`config.mk`:
```
export PLATFORM = sky130hd
export DESIGN_NAME = inst_queue_flat
export DESIGN_NICKNAME = d
export VERILOG_FILES = /design/src/rtl/inst_queue_if.sv /design/src/rtl/inst_queue.sv /design/src/flat_wrapper.sv
export SDC_FILE = /design/constraint.sdc
export NUM_CORES = 2
export LEC_CHECK = 0
export ABC_AREA = 1
export BUFFER_PORTS_ARGS = -buffer_cell sky130_fd_sc_hd__buf_4
export CAP_MARGIN = 10
export CORE_UTILIZATION = 25
export CTS_CLUSTER_SIZE = 12
export DETAILED_ROUTE_END_ITERATION = 7
export PLACE_DENSITY = 0.51
export SYNTH_ARGS = -nofsm -noshare
export SYNTH_HDL_FRONTEND = slang
export SYNTH_SLANG_ARGS = --single-unit
```
`constraint.sdc`:
```
create_clock -name clk -period 8.9 [get_ports clk]
set_clock_uncertainty 0.05 [all_clocks]
set_input_delay 0.89 -clock clk [delete_from_list [all_inputs] [get_ports clk]]
set_output_delay 0.89 -clock clk [all_outputs]
set_load 0.02 [all_outputs]
```
`src/rtl/inst_queue_if.sv`:
```
// Fetch/decode side bundle of the instruction queue: cache-return push
// bundle, decode pop request, and the queue's status/output slots.
interface inst_queue_if #(
  parameter int DEPTH = 16,
  parameter int PW    = $clog2(DEPTH)
);
  logic          flush;
  logic          in_valid;
  logic [255:0]  in_data;
  logic [3:0]    in_num;
  logic [31:0]   in_pc;
  logic          space_ok;
  logic [1:0]    out_count;
  logic [31:0]   out_inst0;
  logic [31:0]   out_pc0;
  logic [31:0]   out_inst1;
  logic [31:0]   out_pc1;
  logic [1:0]    pop_num;
  logic [PW:0]   count;
  logic          overflow;

  // Fetch/decode side: drives pushes, pops and flush
  modport master (
    output flush, in_valid, in_data, in_num, in_pc, pop_num,
    input  space_ok, out_count, out_inst0, out_pc0, out_inst1, out_pc1,
           count, overflow
  );

  // Queue side
  modport slave (
    input  flush, in_valid, in_data, in_num, in_pc, pop_num,
    output space_ok, out_count, out_inst0, out_pc0, out_inst1, out_pc1,
           count, overflow
  );
endinterface

```
`src/rtl/inst_queue.sv`:
```
// Instruction queue between icache and dual-issue decode. Accepts up to 8
// instructions per cycle into a circular buffer, tags each with its PC and
// presents the two oldest entries. Oversized pushes are truncated to the free
// space and flagged through a sticky overflow bit.
module inst_queue #(
  parameter int DEPTH = 16,
  parameter int PW    = $clog2(DEPTH)
) (
  input  logic         clk,
  input  logic         resetn,
  inst_queue_if.slave  q
);
  localparam int CW = PW + 1;

  logic [PW-1:0] head_q, head_d;
  logic [PW-1:0] tail_q, tail_d;
  logic [CW-1:0] count_q, count_d;
  logic          overflow_q, overflow_d;

  // Entry storage; contents are never reset, only pointers are
  logic [31:0] inst_mem [DEPTH];
  logic [31:0] pc_mem   [DEPTH];

  logic [3:0]    n_raw;
  logic [CW-1:0] free_space;
  logic [CW-1:0] n_in;
  logic          ovf_hit;
  logic [1:0]    occ2;
  logic [1:0]    pop_req;
  logic [1:0]    n_out;
  logic [PW-1:0] head1;

  // Per-entry write decode: each entry picks its slot by distance from tail
  logic [PW-1:0] wr_off  [DEPTH];
  logic          wr_en   [DEPTH];
  logic [31:0]   wr_inst [DEPTH];
  logic [31:0]   wr_pc   [DEPTH];

  assign free_space = CW'(DEPTH) - count_q;
  assign occ2       = (count_q >= CW'(2)) ? 2'd2 : count_q[1:0];
  assign pop_req    = (q.pop_num == 2'd3) ? 2'd2 : q.pop_num;
  assign n_out      = (pop_req > occ2) ? occ2 : pop_req;

  // Clamp the push to 8 slots and then to the pre-pop free space
  always_comb begin
    n_raw   = 4'd0;
    n_in    = '0;
    ovf_hit = 1'b0;
    if (q.in_valid && q.in_num != 4'd0)
      n_raw = (q.in_num > 4'd8) ? 4'd8 : q.in_num;
    if (CW'(n_raw) > free_space) begin
      n_in    = free_space;
      ovf_hit = 1'b1;
    end else begin
      n_in = CW'(n_raw);
    end
  end

  // Next-state for pointers, occupancy and the sticky overflow flag
  always_comb begin
    head_d     = head_q + PW'(n_out);
    tail_d     = tail_q + n_in[PW-1:0];
    count_d    = count_q + n_in - CW'(n_out);
    overflow_d = overflow_q | ovf_hit;
    if (q.flush) begin
      head_d     = '0;
      tail_d     = '0;
      count_d    = '0;
      overflow_d = overflow_q;
    end
  end

  generate
    for (genvar gi = 0; gi < DEPTH; gi++) begin : g_wr
      assign wr_off[gi]  = PW'(gi) - tail_q;
      assign wr_en[gi]   = !q.flush && ({1'b0, wr_off[gi]} < n_in);
      assign wr_inst[gi] = q.in_data[{wr_off[gi][2:0], 5'b00000} +: 32];
      assign wr_pc[gi]   = q.in_pc + {27'd0, wr_off[gi][2:0], 2'b00};
    end
  endgenerate

  // Pointer/count state with synchronous active-low reset
  always_ff @(posedge clk) begin
    if (!resetn) begin
      head_q     <= '0;
      tail_q     <= '0;
      count_q    <= '0;
      overflow_q <= 1'b0;
    end else begin
      head_q     <= head_d;
      tail_q     <= tail_d;
      count_q    <= count_d;
      overflow_q <= overflow_d;
    end
  end

  // Multi-entry write of the pushed bundle, including wrap past DEPTH-1
  always_ff @(posedge clk) begin
    for (int e = 0; e < DEPTH; e++) begin
      if (wr_en[e]) begin
        inst_mem[e] <= wr_inst[e];
        pc_mem[e]   <= wr_pc[e];
      end
    end
  end

  assign head1       = head_q + PW'(1);
  assign q.space_ok  = free_space >= CW'(8);
  assign q.out_count = occ2;
  assign q.out_inst0 = inst_mem[head_q];
  assign q.out_pc0   = pc_mem[head_q];
  assign q.out_inst1 = inst_mem[head1];
  assign q.out_pc1   = pc_mem[head1];
  assign q.count     = count_q;
  assign q.overflow  = overflow_q;
endmodule

```
`src/flat_wrapper.sv`:
```
// flat-port wrapper written by rule: the top's interface ports become plain ports
module inst_queue_flat 
#(
  parameter int DEPTH = 16,
  parameter int PW    = $clog2(DEPTH)
)
  (clk, resetn, q_flush, q_in_valid, q_in_data, q_in_num, q_in_pc, q_pop_num, q_space_ok, q_out_count, q_out_inst0, q_out_pc0, q_out_inst1, q_out_pc1, q_count, q_overflow);
  inst_queue_if #(.DEPTH(DEPTH), .PW(PW)) q_i ();
  input  logic clk;
  input  logic resetn;
  input wire logic [$bits(q_i.flush)-1:0] q_flush;
  input wire logic [$bits(q_i.in_valid)-1:0] q_in_valid;
  input wire logic [$bits(q_i.in_data)-1:0] q_in_data;
  input wire logic [$bits(q_i.in_num)-1:0] q_in_num;
  input wire logic [$bits(q_i.in_pc)-1:0] q_in_pc;
  input wire logic [$bits(q_i.pop_num)-1:0] q_pop_num;
  output wire logic [$bits(q_i.space_ok)-1:0] q_space_ok;
  output wire logic [$bits(q_i.out_count)-1:0] q_out_count;
  output wire logic [$bits(q_i.out_inst0)-1:0] q_out_inst0;
  output wire logic [$bits(q_i.out_pc0)-1:0] q_out_pc0;
  output wire logic [$bits(q_i.out_inst1)-1:0] q_out_inst1;
  output wire logic [$bits(q_i.out_pc1)-1:0] q_out_pc1;
  output wire logic [$bits(q_i.count)-1:0] q_count;
  output wire logic [$bits(q_i.overflow)-1:0] q_overflow;
  assign q_i.flush = q_flush;
  assign q_i.in_valid = q_in_valid;
  assign q_i.in_data = q_in_data;
  assign q_i.in_num = q_in_num;
  assign q_i.in_pc = q_in_pc;
  assign q_i.pop_num = q_pop_num;
  assign q_space_ok = q_i.space_ok;
  assign q_out_count = q_i.out_count;
  assign q_out_inst0 = q_i.out_inst0;
  assign q_out_pc0 = q_i.out_pc0;
  assign q_out_inst1 = q_i.out_inst1;
  assign q_out_pc1 = q_i.out_pc1;
  assign q_count = q_i.count;
  assign q_overflow = q_i.overflow;
  inst_queue #(.DEPTH(DEPTH), .PW(PW)) u_core (.clk(clk), .resetn(resetn), .q(q_i));
endmodule
```
==> flow_summary.ini <==
[synth]
yosysTopAreaCell = edfxtp_1
ys.flop_type = edfxtp_1
synth_area_mm2 = 0.0664
yosysSeqAreaShare_pct = 46.7
synthTopCellsByCount = 2,717 x nand2_1, 1,024 x edfxtp_1, 811 x nand3_1
async_flop_share_pct = 0
synth_enable_flop_cells = 1024
synth_seq_cells = 1038
synth_fp_nets = 8634
avgSynthCellArea_um2 = 8.04
synth_top_area_share_pct = 46.3
netlist_instances = 8256
ys_top_cells_by_area = edfxtp_1 46%, nand2_1 15%, nand3_1 6.1%
synth_most_common_cell = nand2_1
ys_types = 50
synth_warnings = 0

[worst_setup_path]
regToRegStartpoint = u_core.q.count[0]
arrival_ps = 5350
cp-end-kind = primary output
rrSetupSlack_ps = 3350
crit_type = register to primary output
path_max_fanout = 137
required_ps = 7960
cp-start-kind = register
rr_endpoint = u_core.pc_mem[5][3]
reg2reg_depth = 16

[grt]
grt-ovfl-total = 0
antenna_found_initial = 42
track_usage_pct = 20.9
grt_pass1_wl_um = 404000
first_global_vias = 54793
grt_max_degree = 188

[sta]
finalSetupViolCount = 0
fmax_mhz = 159
timing.setup.tns_ps = 0
worstMarginPinSlew_ps = 1250
rsz0062_at_grt = no
hold_slack_ps = 267
period_needed_ps = 6290
relSlewSlack_pct = 17.0
hold_violations = 0
post-route-period-util_pct = 70.7
worst_slack_ps = 2610
slew_violations = 0

[worst_hold_path]
hold_path_class = primary input to register
hold_path_end = u_core.q.overflow
hold_path_depth = 3
holdCritStartpoint = resetn

[routing]
via_per_inst = 5.10
first_iter_violations = 8042
postRouteAntennaNets = 0
vias = 60907
routed_wl_um = 290000
firstDrtPassIters = 8
wl_per_cell_um = 24.3
drc = 0

[pwr]
p_leak_nw = 31.4
p_total_w = 0.0284
peakVddDrop_uv = 540
p_per_area_mw_per_mm2 = 373

[die]
initial_core_util_pct = 25.2
die_h_um = 517
fp-row-count = 188
die_w_um = 517
pin_count = 435
core_mm2 = 0.263
dieArea_mm2 = 0.268

[final_layout]
multiInputGateArea_mm2 = 0.0300
syn2layout_area_growth_pct = 14.6
drive_gt1_share_pct = 9.89
fillCellCount = 27817
ff_latch_area_mm2 = 0.0311
nNetsFinal = 8699

[place]
dp_hpwl_um = 201000
io_buffer_count = 434
routabilityCongestion = 0.977
post-place-ws_ps = 3160

[clocking]
cts_root_buf = clkbuf_16
post_cts_resized = 0
htree_levels = 3
cts_tree = done
clkTransAtPathRegs_ps = 70
postCtsSetupBuffers = 0
insertion_delay_ps = 830
cts_buffer_depth = 3
cts_buffers = 118
cts_hold_buf = 0
clock_sinks = 1038

[flow_run]
max_cap_violations = 0

[status]
outcome = finished, final reports clean
[worst max path at each step]
| stage | depth (start not counted) | endpoint | slack, ps | startpoint |
|---|---|---|---|---|
| floorplan | 15 | u_core.inst_mem[0][0] | 2380 | q_in_num[2] |
| global placement | 18 | u_core.pc_mem[2][26] | 3210 | q_in_num[2] |
| detailed placement | 17 | u_core.inst_mem[5][24] | 3160 | q_in_num[2] |
| CTS | 9 | q_out_inst1[27] | 2630 | u_core.head_q[0] |
| global route | 9 | q_out_inst1[27] | 2250 | u_core.head_q[0] |
| finish | 9 | q_out_inst1[28] | 2610 | u_core.head_q[0] |
[area by class of cell]
type | instances | share of cell area, %
Sequential cell | 1038 | 40.8
Multi-Input combinational cell | 5956 | 39.4
Tap cell | 3515 | 5.78
Antenna cell | 20 | 0.0658
Clock buffer | 138 | 3.98
Clock inverter | 80 | 1.18
Inverter | 676 | 3.41
Timing Repair Buffer | 531 | 5.32
[stage by stage]
step | instances | instance area (um^2) | utilization [%]
after global placement | 11715 | 72100 | 27.4
after global routing | 11951 | 76100 | 28.9
after floorplan | 8256 | 66400 | -
after CTS | 11933 | 76000 | 28.9
final | 11954 | 76100 | 28.9
after detailed placement | 11715 | 72100 | 27.4
[state kept, by name (all words and copies together) (netlist names)]
register and flops:
u_core.head_q 4, u_core.inst_mem 512, u_core.pc_mem 512, u_core.q.count 5, u_core.q.overflow 1, u_core.tail_q 4
[layer usage]
| metal | up-vias | part of all wire (%) | GRT usage, % |
|---|---|---|---|
| met2 | 3325 | 42 | 30.9 |
| met4 | 12 | 3.5 | 7.74 |
| li1 | 27951 | - | - |
| met1 | 29210 | 44 | 29.5 |
| met5 | - | 0.028 | 0 |
| met3 | 409 | 10 | 4.76 |
[kinds of logic (layout without fill, tap and decap cells)]
family          after synthesis  in the layout  share of synthesized area, %
simple gates               3994           3994                          24.7
fa+ha+maj                    80             80                          1.60
flops                      1038           1038                          46.7
compound gates             1495           1495                          12.8
other cells                   0             20                             0
mux                         256            256                          3.86
buf+inv                    1262           1425                          8.46
xor+xnor                    131            131                          1.82
[worst max-delay path, stage by stage (launching register included)]
cell and delay [ps]:
dfxtp_4 730, buf_4 890, buf_4 730, buf_4 960, o21ai_0 230, nand2_1 100
nand3_1 90, nand3_1 120, nand2_1 250, buf_4 260
[report_power, final]
part           total, W  internal [W]  switching, W
combinational    0.0132       0.00333       0.00985
sequential       0.0101       0.00901       0.00111
clock           0.00506       0.00287       0.00218
[cell usage in the layout (no fill, tap or decap), types with 4 or more instances in the layout]
cell type | Yosys | layout
buf_4 | 61 | 526
a21oi_1 | 396 | 380
xor2_1 | 117 | 117
fa_1 | 8 | 8
or2_1 | 6 | 6
inv_8 | 0 | 4
nor2_1 | 364 | 363
nor2_2 | 15 | 15
buf_12 | 0 | 5
inv_4 | 1 | 5
inv_1 | 648 | 646
bufinv_16 | 0 | 15
o21ai_1 | 118 | 118
nand2_1 | 2717 | 2717
clkbuf_1 | 172 | 20
clkinv_16 | 0 | 4
o211ai_1 | 389 | 389
dfxtp_4 | 0 | 6
dfxtp_1 | 14 | 8
nor2_4 | 14 | 15
xnor2_1 | 9 | 9
or2_2 | 19 | 19
a21oi_4 | 0 | 16
nand3_1 | 811 | 811
nand2_4 | 7 | 7
o21bai_1 | 9 | 9
nand4_1 | 9 | 9
xor2_4 | 2 | 4
diode_2 | 0 | 20
nand2_2 | 18 | 18
clkinv_1 | 11 | 38
clkbuf_16 | 0 | 118
ha_1 | 72 | 69
o21ai_0 | 576 | 576
mux2i_1 | 256 | 256
edfxtp_1 | 1024 | 1024
clkinv_2 | 0 | 23
inv_2 | 16 | 9
(Power assumes the default switching activity.)
